File: config.mk
export PLATFORM = sky130hd
export DESIGN_NAME = import_triplet_serializer
export DESIGN_NICKNAME = d
export VERILOG_FILES = /design/src/rtl/import_triplet_serializer.sv
export SDC_FILE = /design/constraint.sdc
export NUM_CORES = 1
export LEC_CHECK = 0
export CORE_MARGIN = 3
export CORE_UTILIZATION = 39
export DETAILED_ROUTE_END_ITERATION = 8
export PLACE_DENSITY_LB_ADDON = 0.25
export SKIP_CTS_REPAIR_TIMING = 1
export SKIP_LAST_GASP = 1
export SYNTH_ARGS = -nofsm -noshare
export SYNTH_HDL_FRONTEND = slang
export SYNTH_SLANG_ARGS = --single-unit
File: constraint.sdc
create_clock -name i_clk -period 2.5 [get_ports i_clk]
set_input_delay 0.375 -clock i_clk [delete_from_list [all_inputs] [get_ports i_clk]]
set_output_delay 0.375 -clock i_clk [all_outputs]
set_load 0.01 [all_outputs]
File: src/rtl/import_triplet_serializer.sv
// import_triplet_serializer
// Captures an (a, b, c) triple on a start pulse and streams it out as one
// frame over a valid/ready interface: a, b, c and, when SEND_SUM=1, a
// trailing checksum beat (a+b+c truncated to WIDTH). Completed frames are
// counted in o_frames, which wraps.
//
// state        | meaning
// -------------+-------------------------------------------------------------
// ST_IDLE      | no frame in progress, waiting for i_start
// ST_SEND_A    | beat 0 (a) presented, waiting for i_ready
// ST_SEND_B    | beat 1 (b) presented, waiting for i_ready
// ST_SEND_C    | beat 2 (c) presented; final beat when SEND_SUM=0
// ST_SEND_SUM  | beat 3 (checksum) presented; always the final beat

module import_triplet_serializer #(
    parameter int WIDTH     = 10,
    parameter bit SEND_SUM  = 1'b1,
    parameter int CNT_WIDTH = 8
) (
    input  logic                 i_clk,
    input  logic                 i_rst,
    input  logic                 i_start,
    input  logic [WIDTH-1:0]     i_a,
    input  logic [WIDTH-1:0]     i_b,
    input  logic [WIDTH-1:0]     i_c,
    output logic                 o_valid,
    input  logic                 i_ready,
    output logic [WIDTH-1:0]     o_data,
    output logic [1:0]           o_index,
    output logic                 o_last,
    output logic                 o_busy,
    output logic                 o_drop,
    output logic [CNT_WIDTH-1:0] o_frames
);

    typedef enum logic [2:0] {
        ST_IDLE,
        ST_SEND_A,
        ST_SEND_B,
        ST_SEND_C,
        ST_SEND_SUM
    } state_t;

    state_t           state;
    logic [WIDTH-1:0] b_q;
    logic [WIDTH-1:0] c_q;
    logic [WIDTH-1:0] sum_q;

    logic xfer;
    logic final_xfer;
    logic start_ok;

    // A beat moves on valid&ready; o_last marks the final beat, so a final
    // transfer frees the holding registers in the same cycle and a new start
    // can be accepted without a bubble.
    assign xfer       = o_valid & i_ready;
    assign final_xfer = xfer & o_last;
    assign start_ok   = i_start & ((state == ST_IDLE) | final_xfer);

    // Frame sequencer: capture, beat advance, frame count and drop flag.
    always_ff @(posedge i_clk or negedge i_rst) begin
        if (!i_rst) begin
            state    <= ST_IDLE;
            b_q      <= '0;
            c_q      <= '0;
            sum_q    <= '0;
            o_valid  <= 1'b0;
            o_data   <= '0;
            o_index  <= '0;
            o_last   <= 1'b0;
            o_busy   <= 1'b0;
            o_drop   <= 1'b0;
            o_frames <= '0;
        end else begin
            o_drop <= i_start & ~start_ok;

            if (final_xfer) begin
                o_frames <= o_frames + 1'b1;
            end

            if (start_ok) begin
                // a goes straight to the output; only b, c and the sum are held
                b_q     <= i_b;
                c_q     <= i_c;
                sum_q   <= i_a + i_b + i_c;
                state   <= ST_SEND_A;
                o_valid <= 1'b1;
                o_busy  <= 1'b1;
                o_data  <= i_a;
                o_index <= 2'd0;
                o_last  <= 1'b0;
            end else if (final_xfer) begin
                state   <= ST_IDLE;
                o_valid <= 1'b0;
                o_busy  <= 1'b0;
                o_data  <= '0;
                o_index <= 2'd0;
                o_last  <= 1'b0;
            end else if (xfer) begin
                case (state)
                    ST_SEND_A: begin
                        state   <= ST_SEND_B;
                        o_data  <= b_q;
                        o_index <= 2'd1;
                        o_last  <= 1'b0;
                    end
                    ST_SEND_B: begin
                        state   <= ST_SEND_C;
                        o_data  <= c_q;
                        o_index <= 2'd2;
                        o_last  <= ~SEND_SUM;
                    end
                    ST_SEND_C: begin
                        // only reached with SEND_SUM=1; otherwise c was final
                        state   <= ST_SEND_SUM;
                        o_data  <= sum_q;
                        o_index <= 2'd3;
                        o_last  <= 1'b1;
                    end
                    default: begin
                        state <= state;
                    end
                endcase
            end
        end
    end

endmodule

Yosys cells after proc, flatten, opt, wreduce, memory -nomap -nowiden:

Cells that the tools add are included.

* register bits: 56
* output and inout port bits: 24

* add/sub/neg operators: 3
* equal/unequal tests: 3
* multiplexer cells: 18
* bitwise logic cells: 6
* reductions and logical operators: 8

Operator list (count)
* 10-bit two-way mux: 3
* 10-bit case mux with 3 select lines: 1
* 10-bit adder: 2
* 3-bit two-way mux: 3
* 3-bit case mux with 3 select lines: 1
* 8-bit by 1-bit adder with 8-bit output, second input constant: 1
* 3-bit by 2-bit == test with 1-bit output, second input constant: 2
* 2-bit two-way mux: 3
* 2-bit case mux with 3 select lines: 1
* 1-bit two-way mux: 5
* 5-bit nonzero test: 1
* 1-bit bitwise AND: 4
* 2-bit AND reduction: 2
* 4-bit nonzero test: 1
* 3-bit by 1-bit == test with 1-bit output, second input constant: 1
* 3-bit logical NOT: 1
* 3-bit nonzero test: 1
* 1-bit case mux with 2 select lines: 1
* 2-bit nonzero test: 1
* 2-bit OR reduction: 1
* 1-bit NOT: 1
* 1-bit OR: 1

Logic depth before layout (Yosys ltp):

* depth in word-level cells: 6
* mapped depth: 9

Worst setup path before layout:

OpenSTA, ideal clock, no wires.

* path type: input to register
* start: in i_a[1]
* end: reg sum_q[7]
* setup time: 0.116 ns
* arrival time: 2.431 ns
* setup slack: -0.046 ns
* stages on the path: 7
* cell sequence: fa_1 > ha_1 > fa_1 > a211oi_1 > o21bai_1 > a2111o_1 > o311ai_0

* cells in the longest elaborated chain, start to end: 2

Ends and longest elaborated chain
* from (decl): line 23 `input logic [WIDTH-1:0] i_a,`
* 10-bit adder (2 in a row): line 85 `sum_q <= i_a + i_b + i_c;`
* to (signal assigned): line 85
* to (decl): line 47 `logic [WIDTH-1:0] sum_q;`

No other way between the ends.
A chain may end at the register's enable or synchronous reset.

Final worst setup path:

* start: in i_a[3]
* end: reg sum_q[7]

The elaborated chain is that of the path after synthesis.

==> metrics.md <==
| Metric | Value |
|---|---|
| Status | complete, no violations |
| DRC | 0 |
| Worst endpoint required time | 2710 ps |
| Static leakage | about 1.9 nW |
| Hold Crit Start | i_b[1] |
| Antenna Cells | 0 |
| Max VDD drop | 0.345 mV |
| DIE WIDTH | between 90 and 100 um |
| Distinct cells, synth | between 40 and 50 |
| Grt ovf | 0 |
| Placed cells | 473 |
| Post-detail-place hpwl | between 5 and 6 mm |
| Setup_tns | 0 ps |
| Synthesized area per cell | 10.0 um2 |
| Slew headroom | 24.0% |
| Syn Std Cell Area | 0.00307 mm2 |
| Buf/Inv on CP | 1 |
| Worst flop-to-flop path startpoint | state[1] |
| Async S/R FF share, synth | 100% |
| Core area | 0.00745 mm2 |
| Post-synth EDFFs | 0 |
| Root buf cell | clkbuf_8 |
| Max-Cap Viols | 0 |
| Slowest stage delay, CP | between 400 and 500 ps |
| Synth area leaders | dfrtp_1 46%, nand2_1 9.7%, fa_1 6.5% |
| Clock Skew | 6.80 ps |
| Hold Vio Cnt, Final | 0 |
| Pins Over Slew Limit | 0 |
| Largest area contributor in the netlist | dfrtp_1 |
| Number of global-route vias before repair | 2454 |
| Sequential cell area fraction in the yosys report | 45.6% |
| DRT iter0 DRCs | 139 |
| Chip Height | 94.7 um |
| H-tree Lvls | 2 |
| Synth top cells by count | 79 x nand2_1, 56 x dfrtp_1, 16 x nor2_1, 15 x a211oi_1 |
| Max Clock Freq | a little over 0.4 GHz |
| Final worst-path cycle share | between 90% and 100% |
| Post-Synthesis Cells | 307 |
| Worst skew pair latency | 320 ps |
| HP Class | in2reg |
| Clock sink count | 56 |
| Drt pass-1 iters | 4 |
| Initial antenna violation count | 0 |
| Synthesis-to-layout area growth | 31.0% |
| CP Class | in2reg |
| First-pass GRT wire length | 12.0 mm |
| CTS tree | built |
| Nets@finish | 436 |
| Setup crit end kind | flip-flop |
| Non-Filler Instances | 483 |
| Crit-path max FO | 3 |
| Final period demand of the worst path | ~2400 ps |
| Finished Cell Area | 0.00402 mm2 |
| Clk buf depth | 2 |
| # setup viols final | 0 |
| CP max-delay cell | fa_1 |
| YS warnings | 0 |
| RSZ-0062 raised after global routing | false |
| Total CTS buffers | 5 |
| Die ar. | around 0.009 mm2 |
| Most instantiated library cell after synthesis | nand2_1 |
| Routed length per instance | 14.6 um |
| Primary FF master, synth | dfrtp_1 |
| CP Launch Point | i_a[3] |
| Initial Util | between 40% and 50% |
| Vias per inst | 5.08 |
| Synth Register Bits | 56 |
| Gr usage total | 17.2% |
| Syn_nets | 360 |
| Crit start category | input pin |
| Final antenna-violating net count | 0 |
| # IOs | 58 |
| Worst Tran Pin Value | about 1100 ps |
| CP Cell Sequence | clkdlybuf4s50_1 > fa_1 > ha_1 > a211oi_4 > o21bai_1 > a2111o_1 > o311ai_1 |
| Data arrival, critical path | 2620 ps |
| Share of layout cells above drive strength 1 | 12.2% |
| GPL Wtd Cong | 0.819 |
| PwrDens | 478 mW/mm2 |
| Row count | 31 |
| Clk slew on worst S/H paths | roughly 100 ps |
| Family with the most delay on the worst path | compound AO/OA/AOI/OAI gates |
| Pin count of the biggest net entering global routing | 24 |
| Area after DPL | around 0.0039 mm2 |
| Routed WL | around 7.1 mm |
| Post-synth top area share | 45.6% |
| # port buffers | 57 |
| Vias | ~2500 |
worst reg2reg max path: cells and delay by family (launching register included):
family | cells | cell delay, ps
AND/OR/NAND/NOR | 1 | 860
flip-flops | 1 | 500
multiplexers | 1 | 420
AO/OA/AOI/OAI | 2 | 340
cell families (layout without fill, tap and decap cells):
group,after synthesis,after routing,synth area share [%]
flip-flops,56,56,45.6
AND/OR/NAND/NOR,120,120,16.7
adder cells (fa/ha/maj),19,19,10.2
XOR/XNOR,12,12,3.42
buffers and inverters,25,102,4.36
multiplexers,13,13,4.28
AO/OA/AOI/OAI,62,62,15.4
cells in the final DEF (no fill, tap or decap), drive strengths merged, types with 3 or more instances in the layout:
master / instances
nand2: 79
dfrtp: 56
clkdlybuf4s50: 50
buf: 29
nor2: 16
a211oi: 15
o21ai: 14
mux2i: 12
a221o: 10
fa: 10
inv: 9
ha: 9
xnor2: 8
nand3: 6
dlymetal6s2s: 6
clkbuf: 5
nor3: 4
o21bai: 4
a21oi: 4
xor2: 4
nor2b: 3
a21o: 3
layer usage:
metal / vias up / GRT usage [%] / routed length (um)
met5: - / 0 / 0
met4: 0 / 6.01 / 93
met3: 6 / 2.71 / 273
met2: 57 / 28.0 / 3490
met1: 1170 / 23.3 / 3200
li1: 1223 / - / -
power breakdown:
part	internal, mW	switching, mW
logic	0.233	0.213
registers	0.941	0.0201
clock network	0.202	0.315
total	1.38	0.548
path summary, 6_finish.rpt:
kind,end,slack [ps],cells after the start
max,sum_q[7],90,7
min,b_q[1],340,3
max reg2reg,state[0],270,4
min reg2reg,o_frames[7],480,1
max in group asynchronous,b_q[6],1360,3
min in group asynchronous,sum_q[0],490,2
per-stage QoR:
step / power (mW) / hold WS [ps] / setup slack (ps) / utilization, %
finish: 1.92 / 341 / 92.7 / 54.0
global route: 2.04 / 351 / 15.2 / 54.0
CTS: 1.92 / -47.0 / -282 / 53.2
detailed placement: 1.40 / 317 / -577 / 51.9
global placement: 1.39 / 318 / -516 / 51.9
floorplan: 1.19 / 79.4 / 22.7 / -
area by class of cell:
cell class,instances,area (um2)
clock inverter,3,22.5
sequential,56,1400
inverter,8,30.0
tap,99,124
timing repair buffer,86,801
fill,687,3420
clock buffer,5,68.8
multi-input combinational,226,1580
sequential cells by signal, summed over array words and instances (netlist names):
register / flops
o_data: 10
o_index: 2
o_last: 1
b_q: 10
state: 3
o_drop: 1
o_frames: 8
c_q: 10
o_busy: 1
sum_q: 10
(Power assumes the default switching activity.)
==> RTL edit (config.mk and constraints unchanged) <==
Reset style: synchronous (`i_rst`), changed in one clocked block.
--- a/src/rtl/import_triplet_serializer.sv
+++ b/src/rtl/import_triplet_serializer.sv
@@ -58,7 +58,7 @@
     assign start_ok   = i_start & ((state == ST_IDLE) | final_xfer);
 
     // Frame sequencer: capture, beat advance, frame count and drop flag.
-    always_ff @(posedge i_clk or negedge i_rst) begin
+    always_ff @(posedge i_clk) begin
         if (!i_rst) begin
             state    <= ST_IDLE;
             b_q      <= '0;
Behaviour: differs if i_rst is asserted again (counterexample within 4 cycles, from zero or initial values and one cycle with i_rst low); with i_rst held inactive, the same outputs for 10 cycles.
==> RTL edit against the original RTL <==
First-iteration DRC count increased by 12%. Final area is 3.3% lower. Clock power increased by 16%. Wire length grew 9.1%. Synthesized area decreased by 4.8%. Power grew 13%. Setup slack improved by 0.0092 ns. Sequential cell count unchanged. Largest power group unchanged. Highest routed layer unchanged.
==> RTL edit: results (changes against the original RTL) <==
Parameter                              Value

Placement
  Detailed Place HPWL ... 5583 um (was 5324 um)
  Final weighted congestion in routability-driven placement ... 0.8672 (was 0.8194)

Critical path
  Category of cells accounting for the largest share of critical-path delay ... adder cells (was compound AO/OA/AOI/OAI gates)
  Cell with the biggest individual delay on the critical path ... sky130_fd_sc_hd__clkdlybuf4s50_1 (was sky130_fd_sc_hd__fa_1)
  CP startpoint ... i_c[1] (was i_a[3])

Final layout
  Layout Nets ... 471 (was 436)

Logic synthesis
  Biggest area contributors in the synthesized netlist ... sky130_fd_sc_hd__dfxtp_1 38%, sky130_fd_sc_hd__nand2_1 9.0%, sky130_fd_sc_hd__a21oi_1 8.6%, sky130_fd_sc_hd__fa_1 6.8%, sky130_fd_sc_hd__ha_1 3.9% (was sky130_fd_sc_hd__dfrtp_1 46%, sky130_fd_sc_hd__nand2_1 9.7%, sky130_fd_sc_hd__fa_1 6.5%, sky130_fd_sc_hd__mux2i_1 3.9%, sky130_fd_sc_hd__a211oi_1 3.7%)
  Most numerous cell types in the synthesized netlist ... 70 x sky130_fd_sc_hd__nand2_1, 56 x sky130_fd_sc_hd__dfxtp_1, 50 x sky130_fd_sc_hd__a21oi_1, 15 x sky130_fd_sc_hd__buf_2, 13 x sky130_fd_sc_hd__o211ai_1 (was 79 x sky130_fd_sc_hd__nand2_1, 56 x sky130_fd_sc_hd__dfrtp_1, 16 x sky130_fd_sc_hd__nor2_1, 15 x sky130_fd_sc_hd__a211oi_1)
  Synth Flop Type ... sky130_fd_sc_hd__dfxtp_1 (was sky130_fd_sc_hd__dfrtp_1)
  Gate count of the mapped netlist ... 345 (was 307)
  Portion of the post-synthesis area used by sequential elements ... 38.34% (was 45.62%)
  Net count after synthesis ... 398 (was 360)
  Share of async-settable or async-resettable flops after synthesis ... 0% (was 100.0%)

Pwr
  PwrDens ... 561.3 nW/um2 (was 478.2 nW/um2)
  Int Pwr ... 1547 uW (was 1376 uW)
  Sequential share of power ... 45.6% (was 50.0%)
  Cell leakage power ... 0.001476 uW (was 0.001872 uW)
  Max IR drop VDD ... 0.2551 mV (was 0.3447 mV)
  Relative contribution of combinational cells to total power ... 26.9% (was 23.2%)

Detailed routing
  Count of vias placed by the detailed router ... 2,742 (was 2,456)
  Routed wire length ... 7700 um (was 7060 um)
  Initial DRC Count ... 155 (was 139)

Run status
  Result of the run ... finished clean (unchanged)

Clock network
  Clock latency of the later-clocked register in the worst-skew pair ... 0.30 ns (was 0.32 ns)

STA
  Slew @ Worst Pin ... 0.6155 ns (was 1.136 ns)
  Largest clock skew in the final design ... 0.004836 ns (was 0.006804 ns)

Global routing
  Largest net degree at the start of global routing ... 34 (was 24)
RTL edit: worst paths after layout:
path | to | slack [ns] | cells past startpoint
worst max-delay path | sum_q[9]$_SDFFE_PN0P_ | 0.10 | 8
worst min-delay path | b_q[1]$_SDFFE_PN0P_ | 0.37 | 3
worst max register to register | o_data[0]$_SDFFE_PN0P_ | 0.75 | 5
worst min register to register | sum_q[1]$_SDFFE_PN0P_ | 0.45 | 2
RTL edit: metrics by stage:
stage	setup WS, ns	util, %	cell area, um2
after floorplan	0.2579	-	2924
after CTS	0.001342	55.06	3865
after global placement	-0.3053	53.48	3754
after global routing	0.002932	55.40	3889
final	0.1020	55.40	3889
after detailed placement	-0.3164	53.48	3754
RTL edit: tightest hold or removal path, cell delays in order:
cell	delay, ns
sky130_fd_sc_hd__dlymetal6s2s_1	0.14
sky130_fd_sc_hd__nand2_1	0.06
sky130_fd_sc_hd__a21oi_1	0.05
RTL edit: logic make-up (layout without fill, tap and decap cells):
family | Yosys count | in the layout | share of synthesized area, %
flops | 56 | 56 | 38.34
simple gates | 124 | 124 | 19.38
fa+ha+maj | 19 | 19 | 10.70
buf+inv | 31 | 105 | 4.750
compound gates | 104 | 104 | 23.53
xor+xnor | 11 | 11 | 3.295
RTL edit: layout make-up:
cell class              count  area, um2
inverters                   8      30.03
fillers                   664       3131
repair buffers             89      818.3
well taps                  96      120.1
clock inverters             3      42.54
clock buffers               5      68.82
multi-input cells         258       1688
flip-flops and latches     56       1121
RTL edit: metal layers:
metal  global-route usage (%)  part of all wire (%)  vias to the layer above
li1                         -                     -                     1365
met1                    25.42                    47                     1302
met2                    30.33                    47                       71
met3                    3.818                   6.0                        4
met4                    5.322                  0.60                        0
met5                        0                     0                        -
